**src/rtl/buzzer_pattern.sv**
```systemverilog
// Buzzer pattern generator: single/double/triple/continuous beeps, tone or steady drive.
// Ports: clk, reset (sync, active-high), trigger (rising edge), mode[1:0], stop (level),
//        buzzer_out (registered drive), busy (pattern running), done (1-cycle completion pulse).
module buzzer_pattern #(
    parameter int unsigned CLK_FREQ   = 50_000_000,
    parameter int unsigned TONE_HZ    = 2000,
    parameter int unsigned BEEP_MS    = 200,
    parameter int unsigned GAP_MS     = 100,
    parameter bit          TONE_EN    = 1'b1,
    parameter bit          ACTIVE_LOW = 1'b1
) (
    input  logic       clk,
    input  logic       reset,
    input  logic       trigger,
    input  logic [1:0] mode,
    input  logic       stop,
    output logic       buzzer_out,
    output logic       busy,
    output logic       done
);

    localparam logic [31:0] HALF     = 32'(CLK_FREQ / (2 * TONE_HZ));
    localparam logic [31:0] BEEP_CYC = 32'((CLK_FREQ / 1000) * BEEP_MS);
    localparam logic [31:0] GAP_CYC  = 32'((CLK_FREQ / 1000) * GAP_MS);
    localparam logic        OFF_LVL  = ACTIVE_LOW ? 1'b1 : 1'b0;
    localparam logic        ON_LVL   = ~OFF_LVL;

    typedef enum logic [1:0] {
        IDLE = 2'd0,
        BEEP = 2'd1,
        GAP  = 2'd2
    } state_t;

    state_t      state_q, state_d;
    logic [31:0] cnt_q, cnt_d;
    logic [31:0] tone_q, tone_d;
    logic        phase_q, phase_d;
    logic [1:0]  left_q, left_d;
    logic [1:0]  mode_q, mode_d;
    logic        trig_q;
    logic        buz_q, buz_d;
    logic        busy_q, busy_d;
    logic        done_q, done_d;
    logic        rise;

    // Previous sample resets to 1 so a trigger held through reset is not an edge.
    assign rise = trigger & ~trig_q;

    always_comb begin
        state_d = state_q;
        cnt_d   = cnt_q;
        tone_d  = tone_q;
        phase_d = phase_q;
        left_d  = left_q;
        mode_d  = mode_q;
        done_d  = 1'b0;

        if (stop) begin
            state_d = IDLE;
            cnt_d   = '0;
            tone_d  = '0;
            left_d  = '0;
        end else begin
            unique case (state_q)
                IDLE: begin
                    if (rise) begin
                        state_d = BEEP;
                        cnt_d   = '0;
                        tone_d  = '0;
                        phase_d = ON_LVL;
                        mode_d  = mode;
                        unique case (mode)
                            2'b00:   left_d = 2'd1;
                            2'b01:   left_d = 2'd2;
                            2'b10:   left_d = 2'd3;
                            default: left_d = 2'd0;
                        endcase
                    end
                end
                BEEP: begin
                    if (cnt_q == BEEP_CYC - 32'd1) begin
                        cnt_d = '0;
                        if (mode_q == 2'b11 || left_q > 2'd1) begin
                            state_d = GAP;
                            if (mode_q != 2'b11)
                                left_d = left_q - 2'd1;
                        end else begin
                            state_d = IDLE;
                            left_d  = '0;
                            done_d  = 1'b1;
                        end
                    end else begin
                        cnt_d = cnt_q + 32'd1;
                        // Half-period tone counter; phase flips each HALF cycles.
                        if (tone_q == HALF - 32'd1) begin
                            tone_d  = '0;
                            phase_d = ~phase_q;
                        end else begin
                            tone_d = tone_q + 32'd1;
                        end
                    end
                end
                GAP: begin
                    if (cnt_q == GAP_CYC - 32'd1) begin
                        state_d = BEEP;
                        cnt_d   = '0;
                        tone_d  = '0;
                        phase_d = ON_LVL;
                    end else begin
                        cnt_d = cnt_q + 32'd1;
                    end
                end
                default: begin
                    state_d = IDLE;
                    cnt_d   = '0;
                end
            endcase
        end

        busy_d = (state_d != IDLE);
        if (state_d == BEEP)
            buz_d = TONE_EN ? phase_d : ON_LVL;
        else
            buz_d = OFF_LVL;
    end

    always_ff @(posedge clk) begin
        if (reset) begin
            state_q <= IDLE;
            cnt_q   <= '0;
            tone_q  <= '0;
            phase_q <= OFF_LVL;
            left_q  <= '0;
            mode_q  <= '0;
            trig_q  <= 1'b1;
            buz_q   <= OFF_LVL;
            busy_q  <= 1'b0;
            done_q  <= 1'b0;
        end else begin
            state_q <= state_d;
            cnt_q   <= cnt_d;
            tone_q  <= tone_d;
            phase_q <= phase_d;
            left_q  <= left_d;
            mode_q  <= mode_d;
            trig_q  <= trigger;
            buz_q   <= buz_d;
            busy_q  <= busy_d;
            done_q  <= done_d;
        end
    end

    assign buzzer_out = buz_q;
    assign busy       = busy_q;
    assign done       = done_q;

endmodule
```
**config.mk**
```make
export PLATFORM = sky130hd
export DESIGN_NAME = buzzer_pattern
export DESIGN_NICKNAME = d
export VERILOG_FILES = /design/src/rtl/buzzer_pattern.sv
export SDC_FILE = /design/constraint.sdc
export NUM_CORES = 1
export LEC_CHECK = 0
export BUFFER_PORTS_ARGS = -buffer_cell sky130_fd_sc_hd__buf_2
export CAP_MARGIN = 20
export CORE_MARGIN = 4
export CORE_UTILIZATION = 50
export DETAILED_ROUTE_END_ITERATION = 10
export PLACE_DENSITY = 0.68
export REMOVE_ABC_BUFFERS = 1
export SYNTH_ARGS = -nofsm -noshare
export SYNTH_HDL_FRONTEND = slang
export SYNTH_SLANG_ARGS = --single-unit
```
**constraint.sdc**
```tcl
create_clock -name clk -period 2.5 [get_ports clk]
set_input_delay 0 -clock clk [delete_from_list [all_inputs] [get_ports clk]]
set_output_delay 0 -clock clk [all_outputs]
set_load 0.005 [all_outputs]
```
==> results by stage <==
Critical path:
- The cell type with the highest occurrence count on the critical path is sky130_fd_sc_hd__or4_4.
- The signal on the critical path passes through ha_2 -> nand3_1 -> or2_1 -> o32a_1 -> or4_4 -> or4_4 -> o21ai_1.
- On the critical path the largest part of the delay comes from simple AND/OR/NAND/NOR gates.
- In this run the critical register-to-register path is captured at tone_q[23].
- The worst setup path is of the register to register kind.
- The slowest stage of the critical path is the sky130_fd_sc_hd__or4_4 cell.
- The data required time of the critical path is 2.79 ns.
- The delay of the slowest critical-path stage is 0.55 ns.
- The reg2reg setup slack is 0.02 ns.
- The cell count of the worst reg-to-reg path is 7.
- Along the worst path, the maximum fanout reaches 4.
- The arrival time reported for the critical path endpoint is 2.77 ns.
- STA classifies the critical path startpoint as a register.
- Counting both buffers and inverters, the worst setup path holds a total of 0.
- In this run the critical register-to-register path is launched from cnt_q[0].
- The sort of element at the end of the critical path is a register.

Floorplan:
- The row count is 32.
- Once the floorplan was initialized, standard cells occupied 52.1% of the core.
- The die covers 0.00965 mm^2.
- The total area inside the core boundary comes to 0.00781 mm^2.
- The die outline width is 98.2 um.
- The die height is 98.2 um.
- The I/O pin total is 9.

Clock tree:
- The clock-pin slew on the worst setup and hold paths is 0.08 ns.
- The tree is rooted in a sky130_fd_sc_hd__clkbuf_8.
- The clock passes through at most 2 buffers.
- The number of clock buffers inserted by TritonCTS is 9.
- TritonCTS built the clock tree.
- The H-tree generated during clock tree synthesis spans 3 levels.
- For the worst-skew pair, the clock arrives at the later sink with an insertion delay of 0.35 ns.
- The number of clock sinks is 75.

STA:
- The number of pins with negative max-slew slack in the final report is 0.
- The number of setup violations in the final report is 0.
- The final number of hold-violating endpoints is 0.
- The smallest clock period supported by the final layout is computed as 2.48 ns.
- The pin slew with the least headroom to its limit is 0.657 ns.
- Static timing analysis puts the maximum clock frequency at 403 MHz.
- The hold slack is 0.0702 ns.
- The worst pin sits at a relative slew slack of 56.1%.
- The clock tree skew after final layout is 0.00770 ns.
- Of the available clock period, the critical path in the final layout requires 99.2%.

Global route:
- The pin count of the biggest net entering global routing is 14.
- The overall routing resource usage is 22.0%.
- The via count of the first global-routing pass is 3704.
- The leftover overflow at the end of global routing is 0.
- The first-pass GRT wire length is 17600 um.
- The number of antenna violations at the first check in global routing is 0.

Synthesis:
- The commonest register cell after synthesis is sky130_fd_sc_hd__dfxtp_1.
- The mean instance size in the synthesized netlist is 8.09 um^2.
- The Yosys step of the flow raised 0 warnings.
- The synthesis-stage register bit count is 75.
- The post-synthesis async set-or-reset flop share is 0%.
- The number of cells produced by synthesis is 503.
- The share of the Yosys chip area taken by registers is 36.9%.
- The number of different library cells in the post-synthesis netlist is 59.
- In this run, synthesis inferred 0 flip-flops with an integrated enable.
- After synthesis the cells add up to 0.00407 mm^2.

Detailed routing:
- After detailed routing, the number of remaining DRC violations is 0.
- After detailed routing, the met2 layer carries 5120 um of wire.
- The total number of vias is 4002.
- Summed over all nets, wire length on met3 after detailed routing comes to 466 um.
- The count of routing violations after the opening detailed-route iteration is 234.
- Using the TritonRoute via totals, the vias-per-cell ratio works out to 5.82.
- After detailed routing, the wire length on met1 is 5020 um.
- Wires add up to 10800 um.
- The length of the first detailed-routing pass in iterations is 5.
- In the final routed layout, each cell accounts on average for 15.7 um.
- The number of nets with antenna violations after detailed routing is 0.
- The detailed router used layers up to and including met4.

Final layout:
- The number of nets in the final layout is 596.
- Summing all multi-input logic gate instances after layout gives 0.00254 mm^2.
- The count of fill cells added during filler insertion is 670.
- The area growth from synthesis to layout is 23.7%.
- 0 antenna diodes ended up in the layout.
- The utilization after layout is 64.5%.
- For this run, the number of standard cells in the final layout without fillers is 688.
- In the final layout, the share of cells above drive strength 1 is 20.8%.
- In the final layout, flip-flops and latches occupy 0.00151 mm^2.

Placement:
- The total of buffers placed on input and output ports is 8.
- The detailed-placement wirelength estimate is 7810 um.
- Routability-driven placement finished with a final weighted congestion of 0.918.
- Including well taps, the total number of placed cells is 664.

Min path:
- The hold-critical path depth is 3.
- The path with the worst hold slack has its endpoint at mode_q[0].
- The class of the tightest hold or removal check is input pin to register.
- In this run the most critical hold path is launched from stop.

Power:
- The static leakage power is 1.78 nW.
- Across the VDD grid, the largest voltage drop is 0.000269 V.
- The power per cell area is 417 mW/mm^2.

Job:
- The number of max-capacitance violations reported is 0.

Outcome:
- The run finished with clean final reports.
-- report_power, final --
group          switching [mW]  internal, mW  total, mW
registers             0.00174          1.20       1.20
clock network           0.442         0.357      0.799
logic                  0.0603        0.0411      0.101
-- tightest hold or removal path: stages --
cell	delay [ns]
sky130_fd_sc_hd__buf_2	0.14
sky130_fd_sc_hd__o21ai_0	0.16
sky130_fd_sc_hd__a21oi_1	0.07
-- logic make-up (layout without fill, tap and decap cells) --
group | after synthesis | count (layout) | share of synthesized area (%)
xor+xnor | 40 | 40 | 8.60
buf+inv | 36 | 119 | 3.66
simple gates | 264 | 264 | 34.7
compound gates | 75 | 75 | 12.4
mux | 4 | 4 | 0.983
fa+ha+maj | 9 | 9 | 2.77
flops | 75 | 75 | 36.9
-- flip-flops by register name, summed over array words and instances, names as in the netlist --
signal and count:
done 1, busy 1, left_q 2, phase_q 1
tone_q 32, cnt_q 32, mode_q 2, state_q 2
buzzer_out 1, trig_q 1
-- how the worst max path moves through the flow --
| stage | startpoint | endpoint | slack [ns] | cells past startpoint |
|---|---|---|---|---|
| 2_1_floorplan | cnt_q[0] | tone_q[11] | -1.24 | 7 |
| 3_3_place_gp | cnt_q[23] | tone_q[17] | 0.005 | 7 |
| 3_5_place_dp | cnt_q[23] | buzzer_out | 0.006 | 5 |
| 4_1_cts | cnt_q[7] | tone_q[19] | 0.01 | 8 |
| 5_1_grt | cnt_q[0] | tone_q[19] | -0.06 | 9 |
| 6_report | cnt_q[0] | tone_q[23] | 0.02 | 7 |
-- through the flow --
stage                     power (mW)  setup TNS [ns]  setup WS, ns  instance area (um^2)
after floorplan                 1.27          -34.74         -1.24                  3980
after global placement          1.31               0       0.00518                  4700
after detailed placement        1.32               0       0.00591                  4700
after CTS                       2.11               0        0.0135                  4920
after global routing            2.17          -0.298       -0.0550                  5030
final                           2.10               0        0.0192                  5030
-- layout make-up --
cell class,instances,area share [%]
Clock inverter,3,0.298
Timing Repair Buffer,87,12.9
Multi-Input combinational cell,392,50.4
Clock buffer,13,2.76
Sequential cell,75,29.9
Tap cell,102,2.53
Inverter,16,1.19
-- synth_stat cells, types with 6 or more instances --
master	count	area share [%]
sky130_fd_sc_hd__a21oi_1	13	1.6
sky130_fd_sc_hd__a31oi_1	6	0.92
sky130_fd_sc_hd__and3_1	7	1.1
sky130_fd_sc_hd__clkbuf_1	14	1.3
sky130_fd_sc_hd__dfxtp_1	75	37
sky130_fd_sc_hd__ha_1	9	2.8
sky130_fd_sc_hd__inv_1	16	1.5
sky130_fd_sc_hd__nand2_1	46	4.2
sky130_fd_sc_hd__nand2b_1	7	1.1
sky130_fd_sc_hd__nand3_1	21	2.6
sky130_fd_sc_hd__nand4_1	17	2.6
sky130_fd_sc_hd__nor2_1	74	6.8
sky130_fd_sc_hd__nor3_1	17	2.1
sky130_fd_sc_hd__nor4_1	18	2.8
sky130_fd_sc_hd__nor4b_1	7	1.5
sky130_fd_sc_hd__o21ai_0	16	2.0
sky130_fd_sc_hd__or4_1	8	1.5
sky130_fd_sc_hd__xnor2_1	28	6.0
sky130_fd_sc_hd__xor2_1	12	2.6
-- what timing repair did --
item	CTS	global route
resized for setup	3	20
hold buffers	5	0
buffers inserted	0	3
endpoints found under the setup margin	22	17
pin swaps	0	6
hold endpoints to repair	4	0
-- layer usage --
layer	up-vias	global-route usage, %
met5	-	0
met4	0	9.14
met3	18	3.21
met2	97	34.0
met1	1895	30.7
li1	1992	-
-- placed cells by master (no fill, tap or decap), types with 6 or more instances in the layout --
cell type and count:
sky130_fd_sc_hd__a21oi_1 13, sky130_fd_sc_hd__a31oi_1 6, sky130_fd_sc_hd__and3_1 7, sky130_fd_sc_hd__buf_2 8, sky130_fd_sc_hd__buf_4 73, sky130_fd_sc_hd__clkbuf_8 9
sky130_fd_sc_hd__dfxtp_1 71, sky130_fd_sc_hd__ha_1 8, sky130_fd_sc_hd__inv_1 16, sky130_fd_sc_hd__nand2_1 46, sky130_fd_sc_hd__nand2b_1 7, sky130_fd_sc_hd__nand3_1 21
sky130_fd_sc_hd__nand4_1 17, sky130_fd_sc_hd__nor2_1 74, sky130_fd_sc_hd__nor3_1 15, sky130_fd_sc_hd__nor4_1 16, sky130_fd_sc_hd__nor4b_1 6, sky130_fd_sc_hd__o21ai_0 16
sky130_fd_sc_hd__xnor2_1 28, sky130_fd_sc_hd__xor2_1 12
Power figures use the tool's default switching activity.
